**src/rtl/uc_prog_pkg.sv**
```systemverilog
// Shared types and constants for the microcontroller programming-port router.
package uc_prog_pkg;

  typedef enum logic [2:0] {
    ST_IDLE,
    ST_ALLOC,
    ST_BURST,
    ST_BARRIER,
    ST_WAIT_RESP,
    ST_BCAST,
    ST_BCAST_RSP
  } state_e;

  localparam logic [3:0]  BARRIER_OFS = 4'h4;
  localparam logic [31:0] DEAD_ERR    = 32'hDEAD_0000;

  // Error word returned upstream when a barrier is aborted on channel idx.
  function automatic logic [31:0] dead_word(input logic [3:0] idx);
    return DEAD_ERR | {28'h0, idx};
  endfunction

endpackage

```
**src/rtl/uc_prog_multi_router_if.sv**
```systemverilog
// Upstream data port plus NB_CH programming channels; slave is the router's view.
interface uc_prog_multi_router_if #(
  parameter int unsigned NB_CH      = 2,
  parameter int unsigned DATA_WIDTH = 32,
  parameter int unsigned ADDR_WIDTH = 32,
  parameter int unsigned BE_WIDTH   = DATA_WIDTH / 8
);
  logic                                  req_i;
  logic                                  wen_i;
  logic [ADDR_WIDTH-1:0]                 add_i;
  logic [BE_WIDTH-1:0]                   be_i;
  logic [DATA_WIDTH-1:0]                 wdata_i;
  logic                                  gnt_o;
  logic                                  r_valid_o;
  logic [DATA_WIDTH-1:0]                 r_rdata_o;
  logic [NB_CH-1:0]                      ch_req_o;
  logic [NB_CH-1:0]                      ch_wen_o;
  logic [NB_CH-1:0][ADDR_WIDTH-1:0]      ch_add_o;
  logic [NB_CH-1:0][DATA_WIDTH-1:0]      ch_wdata_o;
  logic [NB_CH-1:0][BE_WIDTH-1:0]        ch_be_o;
  logic [NB_CH-1:0]                      ch_gnt_i;
  logic [NB_CH-1:0]                      ch_r_valid_i;
  logic [NB_CH-1:0][DATA_WIDTH-1:0]      ch_r_rdata_i;
  logic                                  timeout_o;

  modport slave (
    input  req_i, wen_i, add_i, be_i, wdata_i, ch_gnt_i, ch_r_valid_i, ch_r_rdata_i,
    output gnt_o, r_valid_o, r_rdata_o, ch_req_o, ch_wen_o, ch_add_o, ch_wdata_o,
           ch_be_o, timeout_o
  );

  modport master (
    output req_i, wen_i, add_i, be_i, wdata_i, ch_gnt_i, ch_r_valid_i, ch_r_rdata_i,
    input  gnt_o, r_valid_o, r_rdata_o, ch_req_o, ch_wen_o, ch_add_o, ch_wdata_o,
           ch_be_o, timeout_o
  );
endinterface

```
**src/rtl/uc_prog_rsp_mux.sv**
```systemverilog
// Lowest-index-wins response mux across the programming channels.
module uc_prog_rsp_mux #(
  parameter int unsigned NB_CH      = 2,
  parameter int unsigned DATA_WIDTH = 32
) (
  input  logic [NB_CH-1:0]                 valid_i,
  input  logic [NB_CH-1:0][DATA_WIDTH-1:0] data_i,
  output logic                             valid_o,
  output logic [DATA_WIDTH-1:0]            data_o
);

  always_comb begin
    valid_o = 1'b0;
    data_o  = '0;
    for (int unsigned k = 0; k < NB_CH; k++) begin
      if (valid_i[k] && !valid_o) begin
        valid_o = 1'b1;
        data_o  = data_i[k];
      end
    end
  end

endmodule

```
**src/rtl/uc_prog_multi_router.sv**
```systemverilog
// Routes one microcontroller data port onto NB_CH engine programming channels.
// Optional barrier watchdog: define UC_PROG_TIMEOUT_EN.
module uc_prog_multi_router
  import uc_prog_pkg::*;
#(
  parameter int unsigned NB_CH       = 2,
  parameter int unsigned DATA_WIDTH  = 32,
  parameter int unsigned ADDR_WIDTH  = 32,
  parameter int unsigned BE_WIDTH    = DATA_WIDTH / 8,
  parameter int unsigned BURST_LEN   = 8,
  parameter logic [3:0]  CH_ID_BASE  = 4'h6,
  parameter int unsigned TIMEOUT_CYC = 1024
) (
  input  logic                 clk_i,
  input  logic                 rst_ni,
  uc_prog_multi_router_if.slave bus
);

  localparam int unsigned SelW     = $clog2(NB_CH);
  localparam logic [4:0]  NbCh5    = 5'(NB_CH);
  localparam logic [3:0]  BurstLen = 4'(BURST_LEN);

  state_e                 state_q, state_d;
  logic [SelW-1:0]        sel_q, sel_d;
  logic [3:0]             cnt_q, cnt_d;
  logic [NB_CH-1:0]       gmask_q, gmask_d, rmask_q, rmask_d;
  logic [DATA_WIDTH-1:0]  rdata0_q, rdata0_d;

  logic [3:0]             idx, ch_id;
  logic                   idx_ok, id_ok, be_full;
  logic [NB_CH-1:0]       sel_oh, fwd_mask;
  logic                   fwd_clr, gnt_hit, rv_hit, g_full, r_full;
  logic                   mux_valid;
  logic [DATA_WIDTH-1:0]  mux_data;
  logic [ADDR_WIDTH-1:0]  add_clr;

  logic [NB_CH-1:0]                 ch_req, ch_wen;
  logic [NB_CH-1:0][ADDR_WIDTH-1:0] ch_add;
  logic [NB_CH-1:0][DATA_WIDTH-1:0] ch_wd;
  logic [NB_CH-1:0][BE_WIDTH-1:0]   ch_be;

  assign idx     = bus.add_i[7:4];
  assign ch_id   = bus.wdata_i[19:16] - CH_ID_BASE;
  assign idx_ok  = {1'b0, idx} < NbCh5;
  assign id_ok   = {1'b0, ch_id} < NbCh5;
  assign be_full = bus.be_i == '1;
  assign sel_oh  = NB_CH'(1) << sel_q;
  assign gnt_hit = |(bus.ch_gnt_i & sel_oh);
  assign rv_hit  = |(bus.ch_r_valid_i & sel_oh);
  assign g_full  = &(gmask_q | bus.ch_gnt_i);
  assign r_full  = &(rmask_q | bus.ch_r_valid_i);

  uc_prog_rsp_mux #(
    .NB_CH      (NB_CH),
    .DATA_WIDTH (DATA_WIDTH)
  ) u_rsp_mux (
    .valid_i (bus.ch_r_valid_i),
    .data_i  (bus.ch_r_rdata_i),
    .valid_o (mux_valid),
    .data_o  (mux_data)
  );

`ifdef UC_PROG_TIMEOUT_EN
  localparam int unsigned TmoW = $clog2(TIMEOUT_CYC + 1);
  logic [TmoW-1:0] tmo_q, tmo_d;
  logic            tmo_fire;

  // A response landing on the abort cycle wins over the watchdog.
  assign tmo_fire = (state_q == ST_BARRIER || (state_q == ST_WAIT_RESP && !rv_hit)) &&
                    tmo_q == TmoW'(TIMEOUT_CYC - 1);
  assign bus.timeout_o = tmo_fire;
`else
  assign bus.timeout_o = 1'b0;
  // The watchdog limit only matters when the watchdog is built in.
  if (TIMEOUT_CYC == 0) begin : g_tmo_unused
  end
`endif

  always_comb begin
    state_d  = state_q;
    sel_d    = sel_q;
    cnt_d    = cnt_q;
    gmask_d  = gmask_q;
    rmask_d  = rmask_q;
    rdata0_d = rdata0_q;
    unique case (state_q)
      ST_IDLE: begin
        if (bus.req_i) begin
          if (bus.wen_i && idx_ok) begin
            sel_d   = idx[SelW-1:0];
            state_d = (bus.add_i[3:0] == BARRIER_OFS) ? ST_BARRIER : ST_ALLOC;
          end else if (!bus.wen_i && be_full && id_ok) begin
            sel_d   = ch_id[SelW-1:0];
            state_d = ST_BURST;
          end else begin
            state_d = ST_BCAST;
          end
        end
      end
      ST_ALLOC:     if (!bus.req_i) state_d = ST_IDLE;
      ST_BURST: begin
        if (gnt_hit && cnt_q != BurstLen) cnt_d = cnt_q + 4'd1;
        if (!bus.req_i && cnt_q == BurstLen) state_d = ST_IDLE;
      end
      ST_BARRIER:   if (gnt_hit) state_d = ST_WAIT_RESP;
      ST_WAIT_RESP: if (rv_hit) state_d = ST_IDLE;
      ST_BCAST: begin
        gmask_d = gmask_q | bus.ch_gnt_i;
        if (g_full) state_d = ST_BCAST_RSP;
      end
      ST_BCAST_RSP: begin
        rmask_d = rmask_q | bus.ch_r_valid_i;
        if (bus.ch_r_valid_i[0] && !rmask_q[0]) rdata0_d = bus.ch_r_rdata_i[0];
        if (r_full) state_d = ST_IDLE;
      end
      default: state_d = ST_IDLE;
    endcase
`ifdef UC_PROG_TIMEOUT_EN
    tmo_d = (state_q == ST_BARRIER || state_q == ST_WAIT_RESP) ? tmo_q + TmoW'(1) : '0;
    if (tmo_fire) state_d = ST_IDLE;
`endif
    if (state_q == ST_IDLE || state_d != state_q) begin
      cnt_d   = '0;
      gmask_d = '0;
      rmask_d = '0;
`ifdef UC_PROG_TIMEOUT_EN
      tmo_d   = '0;
`endif
    end
  end

  always_ff @(posedge clk_i) begin
    if (!rst_ni) begin
      state_q  <= ST_IDLE;
      sel_q    <= '0;
      cnt_q    <= '0;
      gmask_q  <= '0;
      rmask_q  <= '0;
      rdata0_q <= '0;
`ifdef UC_PROG_TIMEOUT_EN
      tmo_q    <= '0;
`endif
    end else begin
      state_q  <= state_d;
      sel_q    <= sel_d;
      cnt_q    <= cnt_d;
      gmask_q  <= gmask_d;
      rmask_q  <= rmask_d;
      rdata0_q <= rdata0_d;
`ifdef UC_PROG_TIMEOUT_EN
      tmo_q    <= tmo_d;
`endif
    end
  end

  always_comb begin
    fwd_mask = '0;
    fwd_clr  = 1'b0;
    unique case (state_q)
      ST_ALLOC, ST_BARRIER, ST_WAIT_RESP: begin
        fwd_mask = sel_oh;
        fwd_clr  = 1'b1;
      end
      ST_BURST: fwd_mask = sel_oh;
      ST_BCAST: fwd_mask = ~gmask_q;
      default:  fwd_mask = '0;
    endcase
  end

  always_comb begin
    add_clr      = bus.add_i;
    add_clr[7:4] = '0;
    ch_req = '0;
    ch_wen = '1;
    ch_add = '0;
    ch_wd  = '0;
    ch_be  = '0;
    for (int unsigned k = 0; k < NB_CH; k++) begin
      if (fwd_mask[k]) begin
        ch_req[k] = bus.req_i;
        ch_wen[k] = bus.wen_i;
        ch_add[k] = fwd_clr ? add_clr : bus.add_i;
        ch_wd[k]  = bus.wdata_i;
        ch_be[k]  = bus.be_i;
      end
    end
  end

  assign bus.ch_req_o   = ch_req;
  assign bus.ch_wen_o   = ch_wen;
  assign bus.ch_add_o   = ch_add;
  assign bus.ch_wdata_o = ch_wd;
  assign bus.ch_be_o    = ch_be;

  // Broadcast hides per-channel handshakes until every channel has completed.
  always_comb begin
    bus.gnt_o     = |bus.ch_gnt_i;
    bus.r_valid_o = mux_valid;
    bus.r_rdata_o = mux_data;
    if (state_q == ST_BCAST) begin
      bus.gnt_o     = g_full;
      bus.r_valid_o = 1'b0;
      bus.r_rdata_o = '0;
    end else if (state_q == ST_BCAST_RSP) begin
      bus.gnt_o     = 1'b0;
      bus.r_valid_o = r_full;
      bus.r_rdata_o = '0;
      if (r_full) begin
        bus.r_rdata_o = (bus.ch_r_valid_i[0] && !rmask_q[0]) ? bus.ch_r_rdata_i[0] : rdata0_q;
      end
    end
`ifdef UC_PROG_TIMEOUT_EN
    if (tmo_fire) begin
      bus.r_valid_o = 1'b1;
      bus.r_rdata_o = DATA_WIDTH'(dead_word(4'(sel_q)));
    end
`endif
  end

endmodule

```
**src/flat_wrapper.sv**
```systemverilog
// flat-port wrapper written by rule: the top's interface ports become plain ports
module uc_prog_multi_router_flat import uc_prog_pkg::*;
#(
  parameter int unsigned NB_CH       = 2,
  parameter int unsigned DATA_WIDTH  = 32,
  parameter int unsigned ADDR_WIDTH  = 32,
  parameter int unsigned BE_WIDTH    = DATA_WIDTH / 8,
  parameter int unsigned BURST_LEN   = 8,
  parameter logic [3:0]  CH_ID_BASE  = 4'h6,
  parameter int unsigned TIMEOUT_CYC = 1024
)
  (clk_i, rst_ni, bus_req_i, bus_wen_i, bus_add_i, bus_be_i, bus_wdata_i, bus_ch_gnt_i, bus_ch_r_valid_i, bus_ch_r_rdata_i, bus_gnt_o, bus_r_valid_o, bus_r_rdata_o, bus_ch_req_o, bus_ch_wen_o, bus_ch_add_o, bus_ch_wdata_o, bus_ch_be_o, bus_timeout_o);
  uc_prog_multi_router_if #(.NB_CH(NB_CH), .DATA_WIDTH(DATA_WIDTH), .ADDR_WIDTH(ADDR_WIDTH), .BE_WIDTH(BE_WIDTH)) bus_i ();
  input  logic clk_i;
  input  logic rst_ni;
  input wire logic [$bits(bus_i.req_i)-1:0] bus_req_i;
  input wire logic [$bits(bus_i.wen_i)-1:0] bus_wen_i;
  input wire logic [$bits(bus_i.add_i)-1:0] bus_add_i;
  input wire logic [$bits(bus_i.be_i)-1:0] bus_be_i;
  input wire logic [$bits(bus_i.wdata_i)-1:0] bus_wdata_i;
  input wire logic [$bits(bus_i.ch_gnt_i)-1:0] bus_ch_gnt_i;
  input wire logic [$bits(bus_i.ch_r_valid_i)-1:0] bus_ch_r_valid_i;
  input wire logic [$bits(bus_i.ch_r_rdata_i)-1:0] bus_ch_r_rdata_i;
  output wire logic [$bits(bus_i.gnt_o)-1:0] bus_gnt_o;
  output wire logic [$bits(bus_i.r_valid_o)-1:0] bus_r_valid_o;
  output wire logic [$bits(bus_i.r_rdata_o)-1:0] bus_r_rdata_o;
  output wire logic [$bits(bus_i.ch_req_o)-1:0] bus_ch_req_o;
  output wire logic [$bits(bus_i.ch_wen_o)-1:0] bus_ch_wen_o;
  output wire logic [$bits(bus_i.ch_add_o)-1:0] bus_ch_add_o;
  output wire logic [$bits(bus_i.ch_wdata_o)-1:0] bus_ch_wdata_o;
  output wire logic [$bits(bus_i.ch_be_o)-1:0] bus_ch_be_o;
  output wire logic [$bits(bus_i.timeout_o)-1:0] bus_timeout_o;
  assign bus_i.req_i = bus_req_i;
  assign bus_i.wen_i = bus_wen_i;
  assign bus_i.add_i = bus_add_i;
  assign bus_i.be_i = bus_be_i;
  assign bus_i.wdata_i = bus_wdata_i;
  assign bus_i.ch_gnt_i = bus_ch_gnt_i;
  assign bus_i.ch_r_valid_i = bus_ch_r_valid_i;
  assign bus_i.ch_r_rdata_i = bus_ch_r_rdata_i;
  assign bus_gnt_o = bus_i.gnt_o;
  assign bus_r_valid_o = bus_i.r_valid_o;
  assign bus_r_rdata_o = bus_i.r_rdata_o;
  assign bus_ch_req_o = bus_i.ch_req_o;
  assign bus_ch_wen_o = bus_i.ch_wen_o;
  assign bus_ch_add_o = bus_i.ch_add_o;
  assign bus_ch_wdata_o = bus_i.ch_wdata_o;
  assign bus_ch_be_o = bus_i.ch_be_o;
  assign bus_timeout_o = bus_i.timeout_o;
  uc_prog_multi_router #(.NB_CH(NB_CH), .DATA_WIDTH(DATA_WIDTH), .ADDR_WIDTH(ADDR_WIDTH), .BE_WIDTH(BE_WIDTH), .BURST_LEN(BURST_LEN), .CH_ID_BASE(CH_ID_BASE), .TIMEOUT_CYC(TIMEOUT_CYC)) u_core (.clk_i(clk_i), .rst_ni(rst_ni), .bus(bus_i));
endmodule
```
**config.mk**
```make
export PLATFORM = sky130hd
export DESIGN_NAME = uc_prog_multi_router_flat
export DESIGN_NICKNAME = d
export VERILOG_FILES = /design/src/rtl/uc_prog_pkg.sv /design/src/rtl/uc_prog_multi_router_if.sv /design/src/rtl/uc_prog_rsp_mux.sv /design/src/rtl/uc_prog_multi_router.sv /design/src/flat_wrapper.sv
export SDC_FILE = /design/constraint.sdc
export NUM_CORES = 1
export LEC_CHECK = 0
export CAP_MARGIN = 20
export CORE_AREA = 2 2 121 123
export CTS_CLUSTER_SIZE = 16
export DETAILED_ROUTE_END_ITERATION = 8
export DIE_AREA = 0 0 123 125
export GPL_TIMING_DRIVEN = 0
export PLACE_DENSITY = 0.74
export SYNTH_ARGS = -nofsm -noshare
export SYNTH_HDL_FRONTEND = slang
export SYNTH_SLANG_ARGS = --single-unit
```
**constraint.sdc**
```tcl
create_clock -name clk_i -period 1.8 [get_ports clk_i]
set_input_delay 0.18 -clock clk_i [delete_from_list [all_inputs] [get_ports clk_i]]
set_output_delay 0.18 -clock clk_i [all_outputs]
set_load 0.03 [all_outputs]
```
# Word-level counts from Yosys, hierarchy flattened
# Index checks and enable logic that the tools add are counted.
totals:
  regBits: 44
  latchBits: 0
  ramBits: 0
  rom_bits: 0
  in_bits: 140
  output_inout_bits: 175
  n_memories: 0
op_classes:
  n_addsub: 2
  multipliers: 0
  div: 0
  n_lt_le_gt_ge: 2
  n_eq_ne: 11
  shifts: 1
  n_mux: 38
  bitwise_logic: 6
  reduce_logical: 24
ops:
  columns: ["operator", "count"]
  rows:
  - ["$mux 32", 10]
  - ["$mux 3", 9]
  - ["$pmux 3 s7", 1]
  - ["$mux 1", 13]
  - ["$eq 3x3->1 const B", 3]
  - ["$eq 4x4->1 const B", 2]
  - ["$lt 4x2->1 const B", 2]
  - ["$mux 4", 2]
  - ["$mux 8", 1]
  - ["$reduce_or 2->1", 4]
  - ["$logic_and 1x1->1", 7]
  - ["$eq 3x2->1 const B", 2]
  - ["$reduce_and 2->1", 3]
  - ["$add 4x1->4 const B", 1]
  - ["$and 2x2->2", 2]
  - ["$eq 4x3->1 const B", 1]
  - ["$logic_not 1->1", 4]
  - ["$ne 4x4->1 const B", 1]
  - ["$or 2x2->2", 2]
  - ["$pmux 2 s2", 1]
  - ["$reduce_or 4->1", 1]
  - ["$sub 4x3->4 const B", 1]
  - ["$eq 3x1->1 const B", 1]
  - ["$logic_not 3->1", 1]
  - ["other kinds (9)", 9]

# Logic depth before layout (Yosys ltp)
depth:
  word_depth: 10
  depth_mapped: 8
  ltp_nobuf: 7

# Cells and area by module
# Synthesis repeated with hierarchy kept, for this count alone.
hier_totals:
  cells_unflattened: 635
  hier_area_um2: 4454.3
by_module_without_submodules:
  columns: ["module", "instances", "cells_each", "area_per_inst_um2"]
  rows:
  - ["uc_prog_multi_router", 1, 527, 3847.4]
  - ["uc_prog_rsp_mux", 1, 108, 606.8]

# Worst setup path before layout
# Ideal clock, no wire load.
synth_timing:
  path_type: "register -> output"
  from: "register u_core.state_q[2]"
  to: "output bus_r_rdata_o[23]"
  arrival_ps: 1913
  setup_slack_ps: -293
  stages_incl_launch_ff: 6
  path_buffers: 2
  cell_sequence: "dfxtp_1 > and3b_1 > buf_4 > clkbuf_1 > a221oi_1 > a211oi_1"
synth_between:
  elab_chain_len: 3
  word_cells_on_any_way: 4
synth_lines:
  columns: ["element", "line_no", "rtl"]
  rows:
  - ["start: declaration", "uc_prog_multi_router.sv:23", "state_e state_q, state_d;"]
  - ["start signal: assignment", "uc_prog_multi_router.sv:144", "state_q <= state_d;"]
  - ["$eq 3x3->1", "uc_prog_multi_router.sv:204", "end else if (state_q == ST_BCAST_RSP) begin"]
  - ["$mux 32", "uc_prog_multi_router.sv:204", null]
  - ["$mux 32 *", "uc_prog_multi_router.sv:200", "if (state_q == ST_BCAST) begin"]
  - ["end: declaration", "flat_wrapper.sv:26", "output wire logic [$bits(bus_i.r_rdata_o)-1:0] bus_r_rdata_o;"]
# Mark *: on every way between the ends. The rest lies on a longest branch, timed or not.

# Worst setup path in the final report
layout_timing:
  from: "register u_core.state_q[1]"
  to: "output bus_ch_wdata_o[8]"
layout_between:
  elab_chain_len: 4
  word_cells_on_any_way: 8
layout_lines:
  columns: ["element", "line_no", "rtl"]
  rows:
  - ["$eq 3x1->1, or another cell as far along", "uc_prog_multi_router.sv:159", "unique case (state_q)"]
  - ["$reduce_or 4->1 (no line)", null, null]
  - ["$pmux 2 s2 *", "uc_prog_multi_router.sv:159", null]
  - ["$mux 32 *", "uc_prog_multi_router.sv:179", "if (fwd_mask[k]) begin"]
  - ["end: declaration", "flat_wrapper.sv:30", "output wire logic [$bits(bus_i.ch_wdata_o)-1:0] bus_ch_wdata_o;"]
# Marks and branches as above.

==> results.md <==
- Critical path class: reg -> out
- Critical path's slowest cell: dfxtp_2
- Top-area cell type share of the netlist area: 21.9%
- Relative slew slack: 60.1%
- R2R Path Start: u_core.sel_q$_SDFFE_PN0P_
- Final setup margin: -0.278 ns
- Minimum clock period: 2.08 ns
- Top cells by area, synth: dfxtp_1 22%, and2_1 21%, mux2i_1 8.2%
- # fillers: 1005
- Core Region: 0.0142 mm2
- Seq pwr share: 19.4%
- Reg clk slew, reported paths: 0.07 ns
- Share of cells above drive strength 1: 58.7%
- Final Cell Area: 0.00983 mm2
- Die H: 125 um
- DPL Wire Length: 15500 um
- Seq/Total Area, Yosys: 21.9%
- Final Skew: 0.0122 ns
- Int Power: 0.00311 W
- GRT Util Overall: 26.9%
- Critical-path maximum fanout: 9
- Number of synthesized register bits: 44
- Clock power frac: 18.8%
- CP endpoint kind: output pin
- Pin count of the biggest net entering global routing: 14
- Req. time, crit path: 1.62 ns
- Peak Freq: 481 MHz
- Post-DP Area: 0.00772 mm2
- CP cell instances: buf_6 > nand2b_4 > nor2_4 > nor2_4 > o21ai_4 > buf_12 > clkbuf_8 > and2_4 > buf_6
- Commonest non-fill, non-tap cell in the layout: buf_6
- Mapped Nets: 667
- CP Launch Type: flop
- Pwr Total: 0.00511 W
- DR iter-0 viols: 336
- Buffers on Ports: 313
- Placed Instances: 1021
- Sw Share: 39.1%
- Min-delay src: u_core.rdata0_q[19]$_SDFFE_PN0P_
- Vias per cell: 5.32
- RD Place Congestion: 0.856
- Post-Syn Area: 0.00402 mm2
- Avg Cell Area, Syn: 7.68 um2
- Cell Count, Final, Fillers Out: 1070
- Vias in the first global route: 5662
- DIE AREA: 0.0154 mm2
- Max rail drop VDD: 0.314 mV
- Worst endpoint data arrival time: 1.90 ns
- Leak: 3.96 nW
- Final Setup Violations: 185
- Mapped Cells: 524
- Nets@finish: 1028
- Routed via count: 5693
- Place WS: -1.13 ns
- Most frequent cells in the layout: 160 x buf_6, 132 x clkdlybuf4s50_1, 75 x and2_2, 69 x nand2_1, 49 x and2_4
- Grt total ovfl: 0
- Slew Limit Fails: 0
- Final Hold Violating Endpoints: 0
- Hold Buf Count CTS: 0
- Setup slack, reg-to-reg: -0.09 ns
- Pwr per Cell Area: 520 mW/mm2
- CTS H-tree depth: 2
- Hold Path Class: reg -> reg
- Starting Density: 28.3%
- Cell variety after synth: 57
- Worst flop-to-flop path endpoint: u_core.rmask_q[1]$_SDFFE_PP0P_
- Outcome: finished with violations
- Antenna violations before repair: 1
- R2r worst-path depth: 7
- DR DRC count: 0
- Sinks on Clock Net: 44
- N_diodes: 0
- WL/cell: 21.9 um
- Worst-Skew Late Latency: 0.30 ns
- MaxCap Viol Count: 0
- WL final: 23400 um
- Clock buffer depth: 2
- Post-synth EDFFs: 0
- P_sw: 0.00200 W
- CP endpoint: bus_ch_wdata_o[8]
- Post-route ant nets: 0
- Cell Rows: 44
- Die X: 123 um
- Total CTS buffers: 5
- Tcrit/Tclk final: 115%
- CTS root buf: clkbuf_16
- Worst hold slack: 0.456 ns
- RSZ-0062 raised after global routing: yes
- P&R area growth vs syn: 144%
- Worst setup path start: u_core.state_q[1]$_SDFF_PN0_
- CTS tree: done
- Num ports: 315
- Failing checks: negative setup slack
- Actual slew at the worst max-slew pin: 0.598 ns
- First-pass DRT Iterations: 5
- Global-route wire length before repair: 32200 um
- Max incr delay on CP: 0.33 ns
- Synth Flop Type: dfxtp_1
- Synth warn: 0
- Post-synth top area cell: dfxtp_1
- Ys async rst share: 0%
- Gate power share: 61.8%
==> stage by stage <==
step                TNS (ns)  util, %
finish                -38.78     69.2
global route          -50.08     69.2
CTS                   -36.53     65.2
detailed placement   -171.04     54.3
global placement     -168.92     54.3
floorplan              -3.72        -
==> routing by layer <==
metal	global-route usage, %	part of all wire, %
met1	31.2	37
met2	48.8	51
met3	6.48	8.9
met4	7.15	3.0
met5	0	0.060
==> power groups by stage <==
stage          registers (W)  logic (W)  clock network (W)
6_report            0.000990    0.00316           0.000961
3_3_place_gp         0.00101    0.00245                  0
2_1_floorplan        0.00101    0.00132                  0
5_1_grt             0.000991    0.00329           0.000992
4_1_cts             0.000990    0.00293           0.000945
3_5_place_dp         0.00101    0.00245                  0
==> worst min path at each step <==
stage                                       endpoint  slack, ns  cells after the start
finish              u_core.rdata0_q[19]$_SDFFE_PN0P_       0.46                      2
global route         u_core.rdata0_q[3]$_SDFFE_PN0P_       0.47                      2
global placement    u_core.rdata0_q[18]$_SDFFE_PN0P_       0.44                      2
floorplan               u_core.state_q[2]$_SDFF_PN0_       0.30                      1
detailed placement  u_core.rdata0_q[28]$_SDFFE_PN0P_       0.45                      2
CTS                 u_core.rdata0_q[10]$_SDFFE_PN0P_       0.46                      2
==> cells in the mapped netlist, types with 3 or more instances <==
cell / n
a211oi_1: 33
a211oi_2: 8
a21oi_1: 39
a221oi_1: 32
and2_1: 132
and3_1: 8
buf_2: 10
buf_4: 5
buf_6: 3
clkbuf_1: 31
dfxtp_1: 44
ha_1: 3
inv_1: 5
mux2i_1: 33
nand2_1: 70
nand2b_1: 3
nand3b_1: 3
nor2_1: 5
nor2b_1: 4
o21ai_0: 4
o22ai_1: 5
==> layout make-up <==
type / count / area, um2 / share of cell area [%]
plain buffers: 52 / 751 / 7.64
inverters: 6 / 22.5 / 0.229
flip-flops and latches: 44 / 891 / 9.06
clock inverters: 1 / 7.51 / 0.0764
clock buffers: 7 / 143 / 1.45
repair buffers: 354 / 3840 / 39.1
well taps: 184 / 230 / 2.34
multi-input cells: 422 / 3950 / 40.1
==> registers in the layout, indices dropped and copies added, names as in the netlist <==
register	count
u_core.state_q	3
u_core.rdata0_q	32
u_core.rmask_q	2
u_core.sel_q	1
u_core.cnt_q	4
u_core.gmask_q	2
==> logic make-up (layout without fill, tap and decap cells) <==
group                    after synthesis  in the layout  share of synthesized area [%]
flip-flops                            44             44                           21.9
buffers and inverters                 59            420                           7.15
AO/OA/AOI/OAI                        133            133                           24.9
XOR/XNOR                               4              4                          0.871
adder cells (fa/ha/maj)                3              3                          0.933
multiplexers                          35             35                           8.86
other                                  1              1                         0.0932
AND/OR/NAND/NOR                      245            246                           35.3
==> critical path, delay by kind of cell, from the launching register on <==
family / cells / cell delay [ns]
AO/OA/AOI/OAI: 1 / 0.16
buffers and inverters: 4 / 0.58
flip-flops: 1 / 0.33
AND/OR/NAND/NOR: 4 / 0.51
==> repair_timing <==
action,4_1_cts,5_1_grt
setup endpoints to repair,184,212
pin swaps,34,18
buffers inserted,25,7
cloned,12,2
resized for setup,1386,150
endpoints found under the hold margin,0,0
Note: power is estimated with default switching activity, not from simulation.
